===== src/rtl/keypad_entry_ctrl_pkg.sv =====
// Shared definitions for the keypad entry path: key codes, the pressed-flag
// levels, the entry FSM state encoding and aliases for the edit keys.
package keypad_entry_ctrl_pkg;

    // Non-digit key codes from the scanner; digits 0-9 map to 4'h0..4'h9
    localparam logic [3:0] KEY_A = 4'hA;
    localparam logic [3:0] KEY_B = 4'hB;
    localparam logic [3:0] KEY_C = 4'hC;
    localparam logic [3:0] KEY_D = 4'hD;
    localparam logic [3:0] KEY_E = 4'hE;
    localparam logic [3:0] KEY_F = 4'hF;

    // Edit-key roles
    localparam logic [3:0] KEY_CLEAR = KEY_A;
    localparam logic [3:0] KEY_BKSP  = KEY_B;
    localparam logic [3:0] KEY_ENTER = KEY_F;

    // Scanner pressed-flag levels
    localparam logic KEYPAD_PRESSED     = 1'b1;
    localparam logic KEYPAD_NOT_PRESSED = 1'b0;

    // Entry controller states
    typedef enum logic {
        ENTRY_EDIT = 1'b0,
        ENTRY_HOLD = 1'b1
    } entry_state_e;

endpackage


===== src/rtl/keypad_entry_ctrl_if.sv =====
// Completed-entry handshake between the keypad entry controller (master)
// and the number consumer (slave).
interface keypad_entry_ctrl_if #(
    parameter int DIGITS = 4
);
    localparam int CW = $clog2(DIGITS + 1);

    logic                  entry_valid;
    logic [4*DIGITS-1:0]   entry_value;
    logic [CW-1:0]         entry_len;
    logic                  entry_ready;

    modport master (
        output entry_valid,
        output entry_value,
        output entry_len,
        input  entry_ready
    );

    modport slave (
        input  entry_valid,
        input  entry_value,
        input  entry_len,
        output entry_ready
    );

endinterface


===== src/rtl/keypad_event_detect.sv =====
// Turns the scanner's pressed level into a single-cycle key event.
// ev is high for exactly one cycle per rising edge of pressed; ev_key is the
// key code sampled in that same cycle.
module keypad_event_detect
    import keypad_entry_ctrl_pkg::*;
(
    input  logic       clk,
    input  logic       rst,
    input  logic [3:0] i_key,
    input  logic       i_pressed,
    output logic       o_ev,
    output logic [3:0] o_ev_key
);

    logic r_pressed_d;

    // Delay pressed by one cycle so its rising edge can be detected
    always_ff @(posedge clk) begin
        if (rst) begin
            r_pressed_d <= KEYPAD_NOT_PRESSED;
        end else begin
            r_pressed_d <= i_pressed;
        end
    end

    assign o_ev     = (i_pressed == KEYPAD_PRESSED) && (r_pressed_d == KEYPAD_NOT_PRESSED);
    assign o_ev_key = i_key;

endmodule


===== src/rtl/keypad_entry_ctrl.sv =====
// Keypad entry controller: assembles digit key events into a BCD buffer,
// handles clear / backspace / enter, and offers each completed number on a
// valid/ready handshake. The live buffer also feeds the 7-segment path.
// Optional feature macro: KEYPAD_ENTRY_TIMEOUT_EN (idle timeout discarding a
// partial entry after TIMEOUT_CYCLES event-free cycles).
module keypad_entry_ctrl
    import keypad_entry_ctrl_pkg::*;
#(
    parameter  int DIGITS         = 4,
    parameter  int TIMEOUT_CYCLES = 1000,
    localparam int CW             = $clog2(DIGITS + 1)
) (
    input  logic                 clk,
    input  logic                 rst,
    input  logic [3:0]           key,
    input  logic                 pressed,
    output logic [4*DIGITS-1:0]  digits,
    output logic [CW-1:0]        digit_cnt,
    output logic                 err,
    output logic                 timeout,
    keypad_entry_ctrl_if.master  ent
);

    localparam int          BW       = 4 * DIGITS;
    localparam logic [CW-1:0] CNT_MAX = CW'(DIGITS);

    // New least significant digit enters at [3:0]; the top digit falls off
    function automatic logic [BW-1:0] shift_in(input logic [BW-1:0] b, input logic [3:0] k);
        logic [BW-1:0] r;
        r      = '0;
        r[3:0] = k;
        for (int i = 1; i < DIGITS; i++) begin
            r[4*i +: 4] = b[4*(i-1) +: 4];
        end
        return r;
    endfunction

    // Drop the least significant digit; a zero digit fills the top
    function automatic logic [BW-1:0] shift_out(input logic [BW-1:0] b);
        logic [BW-1:0] r;
        r = '0;
        for (int i = 0; i < DIGITS - 1; i++) begin
            r[4*i +: 4] = b[4*(i+1) +: 4];
        end
        return r;
    endfunction

    logic          w_ev;
    logic [3:0]    w_ev_key;

    entry_state_e  r_state,   w_state_nxt;
    logic [BW-1:0] r_digits,  w_digits_nxt;
    logic [CW-1:0] r_cnt,     w_cnt_nxt;
    logic [BW-1:0] r_value,   w_value_nxt;
    logic [CW-1:0] r_len,     w_len_nxt;
    logic          r_valid,   w_valid_nxt;
    logic          r_err,     w_err_nxt;

`ifdef KEYPAD_ENTRY_TIMEOUT_EN
    localparam int TW = $clog2(TIMEOUT_CYCLES + 1);
    localparam logic [TW-1:0] IDLE_LAST = TW'(TIMEOUT_CYCLES - 1);

    logic [TW-1:0] r_idle,    w_idle_nxt;
    logic          r_timeout, w_timeout_nxt;
`endif

    keypad_event_detect u_event_detect (
        .clk       (clk),
        .rst       (rst),
        .i_key     (key),
        .i_pressed (pressed),
        .o_ev      (w_ev),
        .o_ev_key  (w_ev_key)
    );

    // Next-state and buffer update for the EDIT/HOLD entry FSM
    always_comb begin
        w_state_nxt  = r_state;
        w_digits_nxt = r_digits;
        w_cnt_nxt    = r_cnt;
        w_value_nxt  = r_value;
        w_len_nxt    = r_len;
        w_valid_nxt  = r_valid;
        w_err_nxt    = 1'b0;
`ifdef KEYPAD_ENTRY_TIMEOUT_EN
        w_idle_nxt    = '0;
        w_timeout_nxt = 1'b0;
`endif

        if (r_state == ENTRY_HOLD) begin
            // Entry is frozen; any key event here is rejected
            if (w_ev) begin
                w_err_nxt = 1'b1;
            end
            if (ent.entry_ready) begin
                w_valid_nxt  = 1'b0;
                w_digits_nxt = '0;
                w_cnt_nxt    = '0;
                w_state_nxt  = ENTRY_EDIT;
            end
        end else if (w_ev) begin
            case (w_ev_key)
                KEY_CLEAR: begin
                    w_digits_nxt = '0;
                    w_cnt_nxt    = '0;
                end
                KEY_BKSP: begin
                    if (r_cnt != '0) begin
                        w_digits_nxt = shift_out(r_digits);
                        w_cnt_nxt    = r_cnt - CW'(1);
                    end else begin
                        w_err_nxt = 1'b1;
                    end
                end
                KEY_ENTER: begin
                    if (r_cnt != '0) begin
                        w_value_nxt = r_digits;
                        w_len_nxt   = r_cnt;
                        w_valid_nxt = 1'b1;
                        w_state_nxt = ENTRY_HOLD;
                    end else begin
                        w_err_nxt = 1'b1;
                    end
                end
                KEY_C, KEY_D, KEY_E: begin
                    // Unassigned keys are ignored without complaint
                end
                default: begin
                    // Remaining codes are the decimal digits 0-9
                    if (r_cnt != CNT_MAX) begin
                        w_digits_nxt = shift_in(r_digits, w_ev_key);
                        w_cnt_nxt    = r_cnt + CW'(1);
                    end else begin
                        w_err_nxt = 1'b1;
                    end
                end
            endcase
        end

`ifdef KEYPAD_ENTRY_TIMEOUT_EN
        // Idle counting only while a partial entry is being edited
        if ((r_state == ENTRY_EDIT) && (r_cnt != '0) && !w_ev) begin
            if (r_idle == IDLE_LAST) begin
                w_digits_nxt  = '0;
                w_cnt_nxt     = '0;
                w_timeout_nxt = 1'b1;
            end else begin
                w_idle_nxt = r_idle + TW'(1);
            end
        end
`endif
    end

    // State and datapath registers, all returned to idle values by rst
    always_ff @(posedge clk) begin
        if (rst) begin
            r_state  <= ENTRY_EDIT;
            r_digits <= '0;
            r_cnt    <= '0;
            r_value  <= '0;
            r_len    <= '0;
            r_valid  <= 1'b0;
            r_err    <= 1'b0;
        end else begin
            r_state  <= w_state_nxt;
            r_digits <= w_digits_nxt;
            r_cnt    <= w_cnt_nxt;
            r_value  <= w_value_nxt;
            r_len    <= w_len_nxt;
            r_valid  <= w_valid_nxt;
            r_err    <= w_err_nxt;
        end
    end

`ifdef KEYPAD_ENTRY_TIMEOUT_EN
    // Idle counter and timeout pulse register
    always_ff @(posedge clk) begin
        if (rst) begin
            r_idle    <= '0;
            r_timeout <= 1'b0;
        end else begin
            r_idle    <= w_idle_nxt;
            r_timeout <= w_timeout_nxt;
        end
    end

    assign timeout = r_timeout;
`else
    logic w_unused_timeout_cfg;
    assign w_unused_timeout_cfg = (TIMEOUT_CYCLES > 0);
    assign timeout = 1'b0;
`endif

    assign digits          = r_digits;
    assign digit_cnt       = r_cnt;
    assign err             = r_err;
    assign ent.entry_valid = r_valid;
    assign ent.entry_value = r_value;
    assign ent.entry_len   = r_len;

endmodule


===== src/flat_wrapper.sv =====
// flat-port wrapper written by rule: the top's interface ports become plain ports
module keypad_entry_ctrl_flat import keypad_entry_ctrl_pkg::*;
#(
    parameter  int DIGITS         = 4,
    parameter  int TIMEOUT_CYCLES = 1000,
    localparam int CW             = $clog2(DIGITS + 1)
)
  (clk, rst, key, pressed, digits, digit_cnt, err, timeout, ent_entry_valid, ent_entry_value, ent_entry_len, ent_entry_ready);
  keypad_entry_ctrl_if #(.DIGITS(DIGITS)) ent_i ();
  input  logic clk;
  input  logic rst;
  input  logic [3:0] key;
  input  logic pressed;
  output logic [4*DIGITS-1:0] digits;
  output logic [CW-1:0] digit_cnt;
  output logic err;
  output logic timeout;
  output wire logic [$bits(ent_i.entry_valid)-1:0] ent_entry_valid;
  output wire logic [$bits(ent_i.entry_value)-1:0] ent_entry_value;
  output wire logic [$bits(ent_i.entry_len)-1:0] ent_entry_len;
  input wire logic [$bits(ent_i.entry_ready)-1:0] ent_entry_ready;
  assign ent_entry_valid = ent_i.entry_valid;
  assign ent_entry_value = ent_i.entry_value;
  assign ent_entry_len = ent_i.entry_len;
  assign ent_i.entry_ready = ent_entry_ready;
  keypad_entry_ctrl #(.DIGITS(DIGITS), .TIMEOUT_CYCLES(TIMEOUT_CYCLES)) u_core (.clk(clk), .rst(rst), .key(key), .pressed(pressed), .digits(digits), .digit_cnt(digit_cnt), .err(err), .timeout(timeout), .ent(ent_i));
endmodule

===== config.mk =====
export PLATFORM = sky130hd
export DESIGN_NAME = keypad_entry_ctrl_flat
export DESIGN_NICKNAME = d
export VERILOG_FILES = /design/src/rtl/keypad_entry_ctrl_pkg.sv /design/src/rtl/keypad_entry_ctrl_if.sv /design/src/rtl/keypad_event_detect.sv /design/src/rtl/keypad_entry_ctrl.sv /design/src/flat_wrapper.sv
export SDC_FILE = /design/constraint.sdc
export NUM_CORES = 1
export LEC_CHECK = 0
export BUFFER_PORTS_ARGS = -buffer_cell sky130_fd_sc_hd__buf_2
export CAP_MARGIN = 0
export CORE_ASPECT_RATIO = 0.5
export CORE_MARGIN = 5
export CORE_UTILIZATION = 53
export CTS_BUF_LIST = sky130_fd_sc_hd__clkbuf_4 sky130_fd_sc_hd__clkbuf_8
export CTS_CLUSTER_DIAMETER = 200
export DETAILED_ROUTE_END_ITERATION = 10
export PLACE_DENSITY = 0.83
export SYNTH_ARGS = -nofsm -noshare
export SYNTH_HDL_FRONTEND = slang
export SYNTH_SLANG_ARGS = --single-unit
export TNS_END_PERCENT = 5

===== constraint.sdc =====
create_clock -name clk -period 2.2 [get_ports clk]
set_input_delay 0.44 -clock clk [delete_from_list [all_inputs] [get_ports clk]]
set_output_delay 0.44 -clock clk [all_outputs]
set_load 0.02 [all_outputs]

; Word level (Yosys, flattened, before mapping)
; Cells that the tools add are included.
[word_totals]
regBits = 42
latch_bits = 0
ram_bits = 0
romBits = 0
in_bits = 8
out_inout_bits = 41
elab_cells = 62
memories = 0
[classes]
addsub = 2
multipliers = 0
div = 0
order_cmp = 0
eq_ne = 10
shift = 0
n_mux = 28
n_bitwise = 2
reduce_logical = 12
[ops]
columns = operator, n
row1 = 16-bit 2-to-1 mux, 5
row2 = 16-bit one-hot mux with 3 select lines, 1
row3 = 4-bit equality test (second input constant), 6
row4 = 1-bit 2-to-1 mux, 15
row5 = 3-bit 2-to-1 mux, 5
row6 = 3-bit one-hot mux with 3 select lines, 1
row7 = 4-bit AND reduction, 2
row8 = 4-bit OR reduction, 2
row9 = 2-bit nonzero test, 3
row10 = 5-bit AND reduction, 1
row11 = 4-bit nonzero test, 1
row12 = 3-bit by 1-bit adder with 3-bit output (second input constant), 1
row13 = 3-bit by 1-bit inequality test with 1-bit output (second input constant), 1
row14 = 3-bit inequality test (second input constant), 1
row15 = 3-bit nonzero test, 1
row16 = 3-bit by 1-bit subtractor with 3-bit output (second input constant), 1
row17 = 2-bit by 1-bit inequality test with 1-bit output (second input constant), 1
row18 = 2-bit inequality test (second input constant), 1
row19 = 1-bit NOT, 2
row20 = 1-bit one-hot mux with 2 select lines, 1
row21 = 2-bit OR reduction, 1
row22 = 1-bit logical AND, 1

; Longest topological paths before layout
[logic_depth]
word_depth = 5
depth_mapped = 8
depth_no_buf = 7

; Cells and area by module
; Synthesis repeated with hierarchy kept, for this count alone.
[unflattened]
cells_unflattened = 191
area_unflattened_um2 = 1891.8
[by_module_without_submodules]
columns = mod, instances, cells_per_inst, area_each_um2, seq_area_each_um2
row1 = keypad_entry_ctrl, 1, 184, 1814.2, 820.8
row2 = keypad_event_detect, 1, 7, 77.6, 20.0

; Worst setup path after synthesis
; OpenSTA, ideal clock, no wires.
[synth_timing]
path_kind = input-to-reg
start = in key[3]
end = reg u_core.r_cnt[2] (netlist: u_core.digit_cnt[2])
setup_time_ns = 0.074
t_arrival_ns = 1.930
t_required_ns = 2.126
slack_ns = 0.196
cell_stages = 7
n_path_buf = 2
path_cell_list = buf_4 > nand3b_1 > and3_4 > or3_1 > clkbuf_2 > or4_1 > a31oi_1
[synth_via]
elab_chain_len = 5
word_cells_on_any_way = 14
classes_between = eq/ne: 8 / mux: 3 / reduce/logical: 3
[synth_rtl]
columns = element, line
row1 = start: declaration, flat_wrapper.sv:12  ; input logic [3:0] key;
row2 = 4-bit equality test, keypad_entry_ctrl.sv:102  ; case (w_ev_key)
row3 = 4-bit OR reduction (no source line), n/a
row4 = 3-bit one-hot mux with 3 select lines, keypad_entry_ctrl.sv:102
row5 = 3-bit 2-to-1 mux, keypad_entry_ctrl.sv:101  ; end else if (w_ev) begin
row6 = 3-bit 2-to-1 mux, keypad_entry_ctrl.sv:90  ; if (r_state == ENTRY_HOLD) begin
row7 = end signal: assignment, keypad_entry_ctrl.sv:167  ; r_cnt <= w_cnt_nxt;
row8 = end: declaration, keypad_entry_ctrl.sv:53  ; logic [CW-1:0] r_cnt, w_cnt_nxt;
; Parallel ways exist; a longest one is shown, timed or not. The select of a mux whose other input is x is not followed.
; A chain may end at the register's enable or synchronous reset.

; Worst setup path after layout
[layout_timing]
start = reg u_core.r_cnt[2] (netlist: u_core.digit_cnt[2])
end = reg u_core.r_cnt[2] (netlist: u_core.digit_cnt[2])
[layout_via]
elab_chain_len = 5
word_cells_on_any_way = 12
classes_between = add/sub: 2 / eq/ne: 2 / mux: 5 / reduce/logical: 3
[layout_rtl]
columns = element, line
row1 = 3-bit by 1-bit adder with 3-bit output or 3-bit by 1-bit subtractor with 3-bit output (tied branches), "keypad_entry_ctrl.sv:132, keypad_entry_ctrl.sv:110"
row2 = "3-bit 2-to-1 mux, on equally long branches", "keypad_entry_ctrl.sv:130, keypad_entry_ctrl.sv:108"
row3 = 3-bit one-hot mux with 3 select lines, keypad_entry_ctrl.sv:102
row4 = 3-bit 2-to-1 mux, keypad_entry_ctrl.sv:101
row5 = 3-bit 2-to-1 mux, keypad_entry_ctrl.sv:90
; Parallel ways exist; a longest one is shown, timed or not. The select of a mux whose other input is x is not followed.

==> impl_metrics.tcl <==
set metrics [dict create \
    dpl_worst_slack_ps -13.8 \
    cts_hold_buf 0 \
    multi_input_area_sq_um 825 \
    post-dp-hpwl_microns 3310 \
    drt_iter0_markers 176 \
    path_max_fanout 7 \
    pwr-share-clk_pct 39.5 \
    synth-seq-area-share_pct 48.8 \
    drtPass1Iterations 5 \
    pwr-share-comb_pct 9.7 \
    synth_cell_types 33 \
    grt_pass1_wl_microns 7570 \
    tritoncts "yes" \
    routed_wirelength_microns 4650 \
    rsz0062_at_grt "false" \
    dpl.cell_count 286 \
    post-route-util_pct 69.6 \
    ir_drop_mv 0.419 \
    placed_area_sq_um 2020 \
    numCtsBuffers 5 \
    grt.total_usage_pct 21.0 \
    clock.fmax_mhz 490 \
    stdcell_count 294 \
    routed_via_density 5.74 \
    gp_congestion 0.919 \
    cts_buffer_depth 2 \
    port_buffers 47 \
    cts-resized-gates 0 \
    hold_path.class "in2reg" \
    whs_path_depth 2 \
    drc 0 \
    via_count 1689 \
    drive_gt1_share_pct 26.8 \
    cts_setup_buffers 0 \
    rr_endpoint "u_core.digit_cnt[2]" \
    stdcell_area_sq_um 2130 \
    setup-violations-final 0 \
    fp.dieH_microns 50.3 \
    antenna_left 0 \
    row_count 14 \
    syn_nets 212 \
    clock_latency_ps 300 \
    r2r_start "u_core.digit_cnt[2]" \
    yosys_register_bits 42 \
    fin_skew_ps 6.89 \
    core_area_sq_um 3070 \
    worstRegToRegCells 5 \
    antenna_found_initial 0 \
    fin_crit_sh_pct 92.8 \
    cp-start-kind "register" \
    n_fill_cell 245 \
    regArea_sq_um 841 \
    setup_slack_ps 158 \
    start_util_pct 56.2 \
    finalHoldViolations 0 \
    synth_cells 203 \
    path_clk_slew_ps 70 \
    synth_top_area_share_pct 48.8 \
    finalPower_uw 1570 \
    gr-total-overflow 0 \
    criticalPathCategory "reg2reg" \
    swShare_pct 24.7 \
    io_pins 49 \
    power_density_nw_per_um2 737 \
    slew_headroom_pct 41.6 \
    cts_root_buffer "clkbuf_8" \
    wire_per_inst_microns 15.8 \
    dieArea_sq_um 4560 \
    antenna_cells 0 \
    grt_max_degree 22 \
    p_int_uw 1180 \
    yosysTopAreaCell "dfxtp_1" \
    p_leak_uw 0.000902 \
    endpoint_kind "register" \
    p_seq_share_pct 50.8 \
    drv_cap 0 \
    tightestPinTransition_ps 875 \
    htree_levels 2 \
    cts_sinks 42 \
    drv_slew 0 \
    min_from "pressed" \
    hold_path_end "u_core.u_event_detect.r_pressed_d" \
    syn_area_sq_um 1720 \
    status "finished clean" \
    syn_avg_cell_area_sq_um 8.49 \
    die_x_microns 90.7 \
    worstPathRequired_ps 2430 \
    grt_pass1_vias 1486 \
    ys.warnings.count 0 \
    rrSetupSlack_ps 160 \
    period_needed_ps 2040 \
    arrival_ps 2270 \
    area_delta_synth_final_pct 23.7 \
    layout.nets 262 \
    p_sw_uw 389 \
    synth_area_leaders "dfxtp_1 49%, a21oi_1 9.0%, nand2_1 8.9%, a22o_1 6.1%, nand3_1 3.8%" \
]
## flip-flops by register name, indices dropped and copies added, names as in the netlist
register / cells
u_core.r_state: 1
u_core.ent.entry_valid: 1
u_core.digits: 16
u_core.ent.entry_len: 3
u_core.ent.entry_value: 16
u_core.err: 1
u_core.u_event_detect.r_pressed_d: 1
u_core.digit_cnt: 3
## layout by cell type (no fill, tap or decap), types with 2 or more instances in the layout
cell type | netlist | routed
a21oi_1 | 31 | 31
a222oi_1 | 3 | 3
a22o_1 | 12 | 12
buf_2 | 1 | 47
buf_4 | 2 | 9
clkbuf_8 | 0 | 5
dfxtp_1 | 42 | 42
nand2_1 | 41 | 41
nand2b_1 | 3 | 3
nand3_1 | 13 | 13
nand3b_1 | 3 | 3
nand4b_1 | 2 | 2
nor2_1 | 9 | 9
nor2b_1 | 3 | 3
nor3_1 | 9 | 9
or3_1 | 2 | 2
or4_1 | 2 | 2
## routing by layer
layer | up-vias | wire length, microns | track usage [%]
li1 | 828 | - | -
met4 | 0 | 79 | 10.1
met2 | 79 | 2130 | 32.2
met5 | - | 0 | 0
met1 | 774 | 2040 | 27.8
met3 | 8 | 397 | 5.52
## cell families after synthesis
| kind of cell | Yosys count | synth area share [%] |
|---|---|---|
| simple gates | 93 | 26.6 |
| compound gates | 52 | 19.8 |
| flops | 42 | 48.8 |
| buf+inv | 13 | 3.41 |
| xor+xnor | 1 | 0.508 |
| fa+ha+maj | 1 | 0.726 |
| other cells | 1 | 0.217 |
## metrics by stage
| stage | setup TNS [ps] | hold slack, ps |
|---|---|---|
| 6_report | 0 | 383 |
| 3_5_place_dp | -13.8 | 445 |
| 2_1_floorplan | 0 | 527 |
| 4_1_cts | 0 | 383 |
| 3_3_place_gp | 0 | 438 |
| 5_1_grt | 0 | 412 |
## critical path, stage by stage, from the launching register on
cell     delay (ps)
dfxtp_1         500
nor3_1          170
nor2b_1         180
or3_1           420
or4_1           560
a31oi_1         140
## worst max-delay path by stage
stage | startpoint | endpoint | slack, ps | cells after the start
floorplan | key[3] | u_core.digit_cnt[2] | 200 | 7
CTS | u_core.digit_cnt[2] | u_core.digit_cnt[2] | 180 | 5
global placement | key[2] | u_core.digit_cnt[2] | 120 | 6
global route | u_core.digit_cnt[0] | u_core.digits[10] | 50 | 5
detailed placement | key[2] | u_core.digit_cnt[2] | -10 | 6
finish | u_core.digit_cnt[2] | u_core.digit_cnt[2] | 160 | 5
## layout make-up
cell class	count	area share, %
tap	40	2.35
timing repair buffer	56	14.2
clock buffer	6	3.58
clock inverter	2	1.76
sequential	42	39.4
multi-input combinational	148	38.7
## Yosys cell counts
cell type,count
nand4_1,1
conb_1,1
a32o_1,1
nand3_1,13
nand3b_1,3
and3_4,1
nand4b_1,2
ha_1,1
nand2b_1,3
or4b_1,1
a41oi_1,1
a31oi_1,1
a222oi_1,3
o41ai_1,1
xnor2_1,1
or3_1,2
o31ai_1,1
a21oi_1,31
nand2_1,41
nor2b_1,3
buf_4,2
or2_2,1
nor2_1,9
or3b_2,1
or4_1,2
nor4_2,1
dfxtp_1,42
a22o_1,12
clkbuf_1,9
buf_2,1
nor3_1,9
a41o_1,1
clkbuf_2,1
## power by group through the flow
| stage | combinational, uW | clock (uW) | sequential [uW] |
|---|---|---|---|
| 6_report | 152 | 621 | 798 |
| 5_1_grt | 164 | 673 | 800 |
| 4_1_cts | 150 | 628 | 797 |
| 3_5_place_dp | 150 | 0 | 815 |
| 3_3_place_gp | 145 | 0 | 815 |
| 2_1_floorplan | 82.8 | 0 | 826 |
No activity file was read; power rests on OpenSTA's default activity.
